$ cat src/rtl/cpu_pkg.sv
// Shared constants and types for the operand fetch slice.
// Register file geometry and the fetch-state encoding.
package cpu_pkg;

  localparam int DATA_W      = 32;
  localparam int ADDR_W      = 5;
  localparam int NUM_ARCH    = 24;
  localparam int STALL_CNT_W = 16;

  typedef enum logic [1:0] {
    IDLE,
    READ,
    HOLD
  } fetch_state_e;

endpackage

$ cat src/rtl/fetch_scoreboard.sv
// Pending-write scoreboard: one bit per readable register.
// Busy queries see a same-cycle write-back as already cleared.
module fetch_scoreboard
  import cpu_pkg::*;
#(
  parameter int AW   = ADDR_W,
  parameter int NREG = NUM_ARCH
) (
  input  logic          clk,
  input  logic          reset,
  input  logic          set_en,
  input  logic [AW-1:0] set_addr,
  input  logic          clr_en,
  input  logic [AW-1:0] clr_addr,
  input  logic [AW-1:0] q1_addr,
  input  logic [AW-1:0] q2_addr,
  output logic          q1_busy,
  output logic          q2_busy
);

  logic [NREG-1:0] sb;

  // Set is applied after clear so a same-edge pair leaves the bit set.
  always_ff @(posedge clk) begin
    if (reset) begin
      sb <= '0;
    end else begin
      if (clr_en && int'(clr_addr) < NREG)
        sb[clr_addr] <= 1'b0;
      if (set_en && int'(set_addr) < NREG)
        sb[set_addr] <= 1'b1;
    end
  end

  always_comb begin
    q1_busy = 1'b0;
    q2_busy = 1'b0;
    if (int'(q1_addr) < NREG)
      q1_busy = sb[q1_addr]
        && !(clr_en && clr_addr == q1_addr);
    if (int'(q2_addr) < NREG)
      q2_busy = sb[q2_addr]
        && !(clr_en && clr_addr == q2_addr);
  end

endmodule

$ cat src/rtl/operand_fetch.sv
// Operand fetch: reads both sources, stalls on pending writes,
// forwards write-back data and hands operands to execute.
module operand_fetch
  import cpu_pkg::*;
#(
  parameter int DW   = DATA_W,
  parameter int AW   = ADDR_W,
  parameter int NREG = NUM_ARCH,
  parameter int SW   = STALL_CNT_W
) (
  input  logic          clk,
  input  logic          reset,
  input  logic          in_valid,
  output logic          in_ready,
  input  logic [DW-1:0] in_instr,
  input  logic [AW-1:0] in_rs,
  input  logic [AW-1:0] in_rt,
  input  logic [AW-1:0] in_rd,
  input  logic          in_writes_rd,
  output logic [AW-1:0] rf_read_address1,
  output logic [AW-1:0] rf_read_address2,
  input  logic [DW-1:0] rf_data_out1,
  input  logic [DW-1:0] rf_data_out2,
  input  logic          wb_valid,
  input  logic [AW-1:0] wb_address,
  input  logic [DW-1:0] wb_data,
  output logic          out_valid,
  input  logic          out_ready,
  output logic [DW-1:0] out_op_a,
  output logic [DW-1:0] out_op_b,
  output logic [DW-1:0] out_instr,
  output logic [AW-1:0] out_rd,
  output logic          out_writes_rd,
  output logic [SW-1:0] stall_cycles
);

  fetch_state_e  state;
  logic [DW-1:0] lat_instr;
  logic [AW-1:0] lat_rs;
  logic [AW-1:0] lat_rt;
  logic [AW-1:0] lat_rd;
  logic          lat_wr;
  logic          rs_busy;
  logic          rt_busy;
  logic          hazard;
  logic          issue;
  logic [DW-1:0] op_a;
  logic [DW-1:0] op_b;

  assign in_ready = (state == IDLE);
  assign hazard   = rs_busy || rt_busy;
  assign issue    = (state == READ) && !hazard;

  assign rf_read_address1 = (state == IDLE) ? '0 : lat_rs;
  assign rf_read_address2 = (state == IDLE) ? '0 : lat_rt;

  fetch_scoreboard #(
    .AW   (AW),
    .NREG (NREG)
  ) u_sb (
    .clk      (clk),
    .reset    (reset),
    .set_en   (issue && lat_wr),
    .set_addr (lat_rd),
    .clr_en   (wb_valid),
    .clr_addr (wb_address),
    .q1_addr  (lat_rs),
    .q2_addr  (lat_rt),
    .q1_busy  (rs_busy),
    .q2_busy  (rt_busy)
  );

  // Out-of-range reads as zero; a matching write-back wins over the array.
  always_comb begin
    op_a = rf_data_out1;
    op_b = rf_data_out2;
    if (int'(lat_rs) >= NREG)
      op_a = '0;
    else if (wb_valid && wb_address == lat_rs)
      op_a = wb_data;
    if (int'(lat_rt) >= NREG)
      op_b = '0;
    else if (wb_valid && wb_address == lat_rt)
      op_b = wb_data;
  end

  always_ff @(posedge clk) begin
    if (reset) begin
      state         <= IDLE;
      lat_instr     <= '0;
      lat_rs        <= '0;
      lat_rt        <= '0;
      lat_rd        <= '0;
      lat_wr        <= 1'b0;
      out_valid     <= 1'b0;
      out_op_a      <= '0;
      out_op_b      <= '0;
      out_instr     <= '0;
      out_rd        <= '0;
      out_writes_rd <= 1'b0;
      stall_cycles  <= '0;
    end else begin
      unique case (state)
        IDLE: begin
          if (in_valid) begin
            lat_instr <= in_instr;
            lat_rs    <= in_rs;
            lat_rt    <= in_rt;
            lat_rd    <= in_rd;
            lat_wr    <= in_writes_rd;
            state     <= READ;
          end
        end
        READ: begin
          if (hazard) begin
            if (stall_cycles != '1)
              stall_cycles <= stall_cycles + 1'b1;
          end else begin
            out_op_a      <= op_a;
            out_op_b      <= op_b;
            out_instr     <= lat_instr;
            out_rd        <= lat_rd;
            out_writes_rd <= lat_wr;
            out_valid     <= 1'b1;
            state         <= HOLD;
          end
        end
        HOLD: begin
          if (out_ready) begin
            out_valid <= 1'b0;
            state     <= IDLE;
          end
        end
        default: state <= IDLE;
      endcase
    end
  end

endmodule

$ cat config.mk
export PLATFORM = sky130hd
export DESIGN_NAME = operand_fetch
export DESIGN_NICKNAME = d
export VERILOG_FILES = /design/src/rtl/cpu_pkg.sv /design/src/rtl/fetch_scoreboard.sv /design/src/rtl/operand_fetch.sv
export SDC_FILE = /design/constraint.sdc
export NUM_CORES = 1
export LEC_CHECK = 0
export ABC_AREA = 1
export BUFFER_PORTS_ARGS = -buffer_cell sky130_fd_sc_hd__clkbuf_2
export CORE_AREA = 2 2 130 145
export CTS_BUF_LIST = sky130_fd_sc_hd__clkbuf_8 sky130_fd_sc_hd__clkbuf_16
export DETAILED_ROUTE_END_ITERATION = 8
export DIE_AREA = 0 0 132 147
export GPL_ROUTABILITY_DRIVEN = 0
export PLACE_DENSITY_LB_ADDON = 0.1
export SLEW_MARGIN = 10
export SYNTH_ARGS = -nofsm -noshare
export SYNTH_HDL_FRONTEND = slang
export SYNTH_SLANG_ARGS = --single-unit
export TNS_END_PERCENT = 30
$ cat constraint.sdc
create_clock -name clk -period 2 [get_ports clk]
set_input_delay 0.2 -clock clk [delete_from_list [all_inputs] [get_ports clk]]
set_output_delay 0.2 -clock clk [all_outputs]
set_load 0.03 [all_outputs]
# Word level (Yosys, flattened, before mapping)
# Index checks and enable logic that the tools add are counted.
word_totals:
  ff_bits: 193
  input_bits: 154
  output_inout_bits: 130
  wordCells: 86
op_classes:
  add_sub_neg: 1
  n_lt_le_gt_ge: 12
  eq_ne: 8
  muxes: 26
  n_bitwise: 4
  n_reduce_logical: 21
ops:
  columns: ["operator", "count"]
  rows:
  - ["2-to-1 mux 32 bit", 4]
  - ["2-to-1 mux 24 bit", 3]
  - ["AND 24 bit", 1]
  - ["less-than comparator 5 x 6 -> 1 bit (second input constant)", 4]
  - ["inverter 24 bit", 1]
  - ["OR 24 bit", 1]
  - ["less-than comparator 5 bit (second input constant)", 4]
  - ["adder 16 x 1 -> 16 bit (second input constant)", 1]
  - ["inequality test 16 bit (second input constant)", 1]
  - ["binary-select mux 1 bit (select 5 bit)", 2]
  - ["demux 1 bit (select 5 bit)", 2]
  - ["== test 5 bit", 2]
  - [">= comparator 5 x 1 -> 1 bit (second input constant)", 2]
  - [">= comparator 5 bit (second input constant)", 2]
  - ["logical AND 1 bit", 10]
  - ["2-to-1 mux 5 bit", 2]
  - ["AND reduction 3 bit", 3]
  - ["2-to-1 mux 1 bit", 8]
  - ["2-to-1 mux 2 bit", 3]
  - ["inequality test 2 bit (second input constant)", 3]
  - ["case mux 2 bit (3 select lines)", 1]
  - ["AND reduction 2 bit", 2]
  - ["zero test 1 bit", 3]
  - ["== test 2 x 1 -> 1 bit (second input constant)", 1]
  - ["6 further kinds", 6]

# Longest topological paths before layout
# Gate-level depths: netlist of the first run.
depth:
  ltp_word: 11
  mapped_depth: 14
  depth_no_buf: 12

# By module
# From an unflattened synthesis of the first run, not the netlist that was laid out.
hier_totals:
  hier_cells: 1407
  hier_area_um2: 9397.8
modules_own_cells:
  columns: ["mod", "instances", "cells_per_inst", "area_each_um2", "seq_area_each_um2"]
  rows:
  - ["operand_fetch", 1, 1115, 7654.8, 3383.2]
  - ["fetch_scoreboard", 1, 292, 1742.9, 480.5]

# Least setup slack after synthesis of the first run
# Ideal clock, no wire load.
synth_path:
  path_kind: "reg-to-reg"
  startpoint: "reg stall_cycles[0]"
  endpoint: "reg stall_cycles[9]"
  setup_ns: 0.070
  arrival_time_ns: 2.053
  required_ns: 1.930
  slack_ns: -0.123
  stages_incl_launch_ff: 11
  n_path_buf: 1
  period_less_slack_ns: 2.123
  path_cell_list: "dfxtp_1 -> ha_1 -> nand2_1 -> nor3_4 -> nand2_1 -> nor4_2 -> nand3_2 -> nand3_2 -> buf_4 -> nand2_1 -> a21oi_1"
synth_via:
  elab_chain_len: 2
  elab_cells_between_ends: 3
  cone_classes: "add/sub (1); eq/ne (1); reduce/logical (1)"
synth_rtl:
  columns: ["item", "line", "text"]
  rows:
  - ["start, declared", "operand_fetch.sv:34", "output logic [SW-1:0] stall_cycles"]
  - ["start signal, assigned", "operand_fetch.sv:117", "stall_cycles <= stall_cycles + 1'b1;"]
  - ["parallel branches: the longest is 2 deep, another holds adder 16 x 1 -> 16 bit", null, null]
# Parallel ways; which one is timed is not known.
# A chain may end at the register's enable or synchronous reset.

# Worst setup path after layout of the first run
layout_path:
  startpoint: "reg lat_rs[0]"
  endpoint: "reg out_instr[5]"
layout_via:
  elab_chain_len: 8
  elab_cells_between_ends: 11
  cone_classes: "order compare (1); eq/ne (1); mux (3); bitwise (1); reduce/logical (5)"
layout_rtl:
  columns: ["item", "line", "text"]
  rows:
  - ["start, declared", "operand_fetch.sv:39", "logic [AW-1:0] lat_rs;"]
  - ["start signal, assigned", "operand_fetch.sv:107", "lat_rs <= in_rs;"]
  - ["parallel branches: the longest is 4 deep, another holds binary-select mux 1 bit (select 5 bit)", null, null]
  - ["2-to-1 mux 1 bit *", "fetch_scoreboard.sv:38", "if (int'(q1_addr) < NREG)"]
  - ["logical OR 1 bit *", "operand_fetch.sv:51", "assign hazard = rs_busy || rt_busy;"]
  - ["inverter 1 bit (no source line) *", null, null]
  - ["AND reduction 2 bit (no source line) *", null, null]
  - ["end signal, assigned", "operand_fetch.sv:121", "out_instr <= lat_instr;"]
  - ["end, declared", "operand_fetch.sv:31", "output logic [DW-1:0] out_instr,"]
# Mark *: on every way between the ends. The select of a mux whose other input is x is not followed.

==> results of run 1 <==
## logic make-up after synthesis
family	Yosys count	synth area share [%]
buffers and inverters	174	9.15
AO/OA/AOI/OAI	383	21.8
flip-flops	193	43.1
adder cells (fa/ha/maj)	1	0.140
AND/OR/NAND/NOR	517	24.4
XOR/XNOR	14	1.37
## through the flow
step | worst slack, ns | setup TNS, ns
floorplan | 0.00804 | 0
global placement | 0.0264 | 0
detailed placement | -0.00652 | -0.00652
CTS | 0.0301 | 0
global route | -0.0885 | -0.995
finish | 0.0603 | 0
## registers in the layout, summed over array words and instances, names as in the netlist
register,flops
out_instr,32
lat_rd,5
out_writes_rd,1
out_op_b,32
lat_instr,32
state,2
out_op_a,32
lat_wr,1
u_sb.sb,24
out_rd,5
lat_rs,5
lat_rt,5
out_valid,1
stall_cycles,16
## area by class of cell
type / count / area [um^2] / share of cell area (%)
sequential: 193 / 3880 / 33.4
clock inverter: 15 / 214 / 1.84
tap: 243 / 304 / 2.62
clock buffer: 17 / 425 / 3.66
timing repair buffer: 341 / 2120 / 18.3
inverter: 86 / 334 / 2.88
multi-input combinational: 915 / 4330 / 37.3
## what timing repair did
item	CTS	global route
hold buffers	0	0
pin swaps	0	6
cloned	0	6
setup buffers	0	5
endpoints found under the setup margin	6	130
gates resized for setup	2	54
## cell usage after synthesis (5+ instances only)
cell type / n
nor2_1: 236
dfxtp_1: 193
o21ai_0: 191
nand2_1: 167
a21oi_1: 160
inv_1: 79
nand3_1: 61
clkbuf_1: 46
nand4_1: 40
buf_2: 16
o21ai_1: 14
buf_6: 12
buf_4: 10
xor2_1: 10
o21a_1: 6
o22ai_1: 5
## critical path, cell delays in order, from the launching register on
cell and delay (ns):
dfxtp_2 0.35, inv_4 0.13, o22ai_1 0.10, nor2_1 0.14
nand3_2 0.12, nand4_1 0.16, nand2_4 0.09, nor2_8 0.19
buf_4 0.17, clkbuf_16 0.21, o21ai_0 0.09, nor2_1 0.12
## final timing paths
check,start,end,slack (ns),depth (start not counted)
setup / recovery,lat_rs[0],out_instr[5],0.06,11
hold reg to reg,out_writes_rd,out_writes_rd,0.47,2
setup reg to reg,lat_rs[0],out_instr[5],0.06,11
hold / removal,in_instr[31],lat_instr[31],0.01,3
## power by group
group	internal [mW]	switching, mW	total (mW)	leakage (nW)
registers	4.28	0.264	4.55	1.58
logic	1.01	2.07	3.09	3.52
clock network	1.93	1.70	3.63	0.303
total	7.23	4.03	11.3	5.40
## cells in the final DEF, fill, tap and decap left out, types with 5 or more instances in the layout
cell,instances
a21oi_1,159
buf_12,12
buf_4,32
buf_6,6
clkbuf_16,22
clkbuf_2,283
clkinv_8,5
dfxtp_1,187
inv_1,78
nand2_1,164
nand3_1,60
nand4_1,40
nor2_1,236
o21a_1,6
o21ai_0,162
o21ai_1,43
o22ai_1,5
xor2_1,10
## per-layer routing
layer / share of wire, % / vias up / global-route usage [%] / wire [um]
met5: 0 / - / 0 / 0
met4: 3.1 / 0 / 11.4 / 931
met3: 7.4 / 68 / 6.90 / 2260
met2: 49 / 441 / 50.6 / 14900
met1: 40 / 4468 / 36.0 / 12300
li1: - / 4817 / - / -
==> results.txt, run 1 <==
Die Wd: 132 um
Syn-to-layout area delta: 29.5%
Vias/cell: 5.41
share of cells above drive strength 1: 25.4%
sequential share of the synthesized area: 43.1%
DR DRC count: 0
asr flop ratio synth: 0%
DR vias: 9794
critical path launch point type: register
synth unique cells: 35
cell count after placement: 1767
Root Buffer: clkbuf_16
first-pass GRT wire length: 46400 um
Util after Layout: 64.4%
area share of the largest cell type after synthesis: 43.1%
Final Instance Area: 11600 um^2
number of global-route vias before repair: 9084
clock latency on the worst-skew pair: 0.43 ns
Worst-path clk slew: 0.08 ns
GRT Util Overall: 29.5%
status: finished, final reports clean
global route total overflow: 0
Die Y: 147 um
syn_area_per_cell: 6.99 um^2
count of input and output buffers: 283
Initial Util: 49.8%
Setup crit end kind: register
placed cell areas: 10700 um^2
fin crit period: 1.94 ns
row cnt: 52
pin count of the biggest net entering global routing: 66
Post-Syn Area: 8970 um^2
Pwr Density: 970 nW/um^2
max cap viols: 0
ys flop type: dfxtp_1
synthesis-stage register bit count: 193
routed len/inst: 16.8 um
Hold WC Path Type: primary input to register
kind of critical path: register to register
die footprint: 19400 um^2
Post-Synthesis Cells: 1282
CTS H-tree lvls: 4
num ports: 284
WHS: 0.0142 ns
number of synthesized flops with an enable pin: 0
final period utilization: 97.0%
largest fanout on the critical path: 28
DPL Wire Length: 20800 um
Pleak: 5.40 nW
clk buf depth: 2
peak supply drop: 649 uV
RSZ-0062 raised after global routing: true
initial antenna violation count: 0
post-synth top area cell: dfxtp_1
fin cells: 1810
largest cells by area after synthesis: dfxtp_1, o21ai_0, nor2_1
Least-Margin Pin Slew: 0.852 ns
core footprint: 18000 um^2
Arr. time, crit path: 2.30 ns
Worst Path Required: 2.36 ns
clock sink total: 193
Syn Nets: 1437
Slew HR: 43.1%
post-route ant nets: 0
ant diodes: 0
CTS tree: yes
# fillers: 1644
Synth warnings: 0
First-pass DRT Iterations: 5
Final Hold Fails: 0
Worst Skew: 0.0129 ns
WL final: 30400 um
Overall Power: 11.3 mW
Max Fclk: 516 MHz
Max Slew Vio Count: 0
Setup violations, final: 0
layout net count: 1709
1st-iter DRT viols: 810
total CTS buffers: 17
Note: power is estimated with default switching activity, not from simulation.
==> inputs of run 2 (changes only) <==
--- a/config.mk
+++ b/config.mk
@@ -7,10 +7,10 @@
 export LEC_CHECK = 0
 export ABC_AREA = 1
 export BUFFER_PORTS_ARGS = -buffer_cell sky130_fd_sc_hd__clkbuf_2
-export CORE_AREA = 2 2 130 145
+export CORE_AREA = 2 2 125 139
 export CTS_BUF_LIST = sky130_fd_sc_hd__clkbuf_8 sky130_fd_sc_hd__clkbuf_16
 export DETAILED_ROUTE_END_ITERATION = 8
-export DIE_AREA = 0 0 132 147
+export DIE_AREA = 0 0 127 141
 export GPL_ROUTABILITY_DRIVEN = 0
 export PLACE_DENSITY_LB_ADDON = 0.1
 export SLEW_MARGIN = 10
==> constraint.sdc (replaced) <==
create_clock -name clk -period 2.25 [get_ports clk]
set_input_delay 0.225 -clock clk [delete_from_list [all_inputs] [get_ports clk]]
set_output_delay 0.225 -clock clk [all_outputs]
set_load 0.03 [all_outputs]
==> results.txt, run 2 (same netlist as run 1, synthesis figures left out) <==
most frequent cells in the layout: clkbuf_2, nor2_1, dfxtp_1, o21ai_0, nand2_1
DPL Wire Length: 20300 um
First-pass DRT Iterations: 7
largest fanout on the critical path: 49
kind of critical path: register to register
clk buf depth: 2
Worst Path Required: 2.62 ns
Util after Layout: 67.0%
cell count after placement: 1715
Die Y: 141 um
die footprint: 17900 um^2
Final Instance Area: 11200 um^2
FF-to-FF path depth: 13
fin cells: 1749
commonest non-fill, non-tap cell in the layout: clkbuf_2
Register Area: 3860 um^2
row cnt: 50
share of cells above drive strength 1: 23.6%
total CTS buffers: 17
hold depth: 3
CTS tree: yes
Max Fclk: 476 MHz
Syn-to-layout area delta: 24.4%
clock latency on the worst-skew pair: 0.44 ns
post-route ant nets: 0
Initial Util: 53.9%
multi-input logic area: 4300 um^2
number of global-route vias before repair: 8743
1st-iter DRT viols: 817
critical path launch point type: register
DR DRC count: 0
WL final: 29000 um
GRT Util Overall: 31.2%
# fillers: 1574
layout net count: 1683
CTS H-tree lvls: 4
Arr. time, crit path: 2.47 ns
max cap viols: 0
Root Buffer: clkbuf_16
Setup violations, final: 0
Vias/cell: 5.52
Pwr Density: 865 nW/um^2
global route total overflow: 0
core footprint: 16600 um^2
DR vias: 9652
Setup crit end kind: register
status: finished, final reports clean
Least-Margin Pin Slew: 0.902 ns
final period utilization: 93.4%
clock sink total: 193
Max Slew Vio Count: 0
Worst-path clk slew: 0.08 ns
placed cell areas: 10500 um^2
ant diodes: 0
RSZ-0062 raised after global routing: false
Final Hold Fails: 0
Fin Setup TNS: 0 ns
Die Wd: 127 um
initial antenna violation count: 0
WHS: 0.0259 ns
Hold WC Path Type: primary input to register
Pleak: 5.21 nW
num ports: 284
Slew HR: 39.8%
Worst Skew: 0.0140 ns
count of input and output buffers: 283
Reg2Reg Setup Slack: 0.15 ns
pin count of the biggest net entering global routing: 99
first-pass GRT wire length: 44900 um
peak supply drop: 598 uV
hold-fix buffers at CTS: 0
fin crit period: 2.10 ns
routed len/inst: 16.6 um
## run 2: cell count changes in the layout (fill, tap and decap cells not counted), moves of 3 or more
cell and delta:
buf_12 -5, buf_4 -11, buf_6 -4, clkbuf_16 -4, clkinv_4 +3, dfxtp_1 +5, dfxtp_4 -3, o21ai_0 +29
o21ai_1 -29
## run 2: area by class of cell
class	instances	area share [%]
clock inverter	15	1.65
multi-input combinational	915	38.5
clock buffer	17	3.81
timing repair buffer	315	16.0
tap	208	2.33
sequential	193	34.6
inverter	86	2.98
## run 2: metrics by stage
stage	setup WS (ns)	total power [mW]
after floorplan	0.127	5.80
after global placement	0.207	6.56
after detailed placement	0.156	6.58
after CTS	0.152	9.62
after global routing	0.00251	10.1
final	0.148	9.64
## run 2: path summary, 6_finish.rpt
kind,startpoint,end
max,lat_rs[0],out_op_a[24]
max reg2reg,lat_rs[0],out_op_a[24]
min,in_instr[9],lat_instr[9]
min reg2reg,out_op_b[12],out_op_b[12]
## run 2: layer usage
layer  vias up  share of wire (%)  global-route usage [%]
met4         0                3.4                    12.8
met1      4414                 41                    38.5
met5         -                  0                       0
met2       405                 48                    52.0
li1       4769                  -                       -
met3        64                7.7                    7.97
## run 2: power by group
group          internal (mW)  switching, mW  leakage, nW
sequential              3.80          0.240         1.58
combinational          0.775           1.77         3.34
clock                   1.51           1.55        0.295
## run 2: critical path: stages, from the launching register on
cell	delay [ns]
dfxtp_1	0.34
buf_4	0.20
nand2_1	0.08
nand3_1	0.11
nand3_1	0.10
nand3_1	0.09
nand2_1	0.06
nand4_1	0.12
nand2_4	0.11
nor2_8	0.23
buf_12	0.14
clkbuf_16	0.25
o21ai_1	0.08
a21oi_1	0.12
## run 2: what timing repair did
action	4_1_cts	5_1_grt
setup buffers	0	1
setup endpoints to repair	0	61
resized for setup	0	7
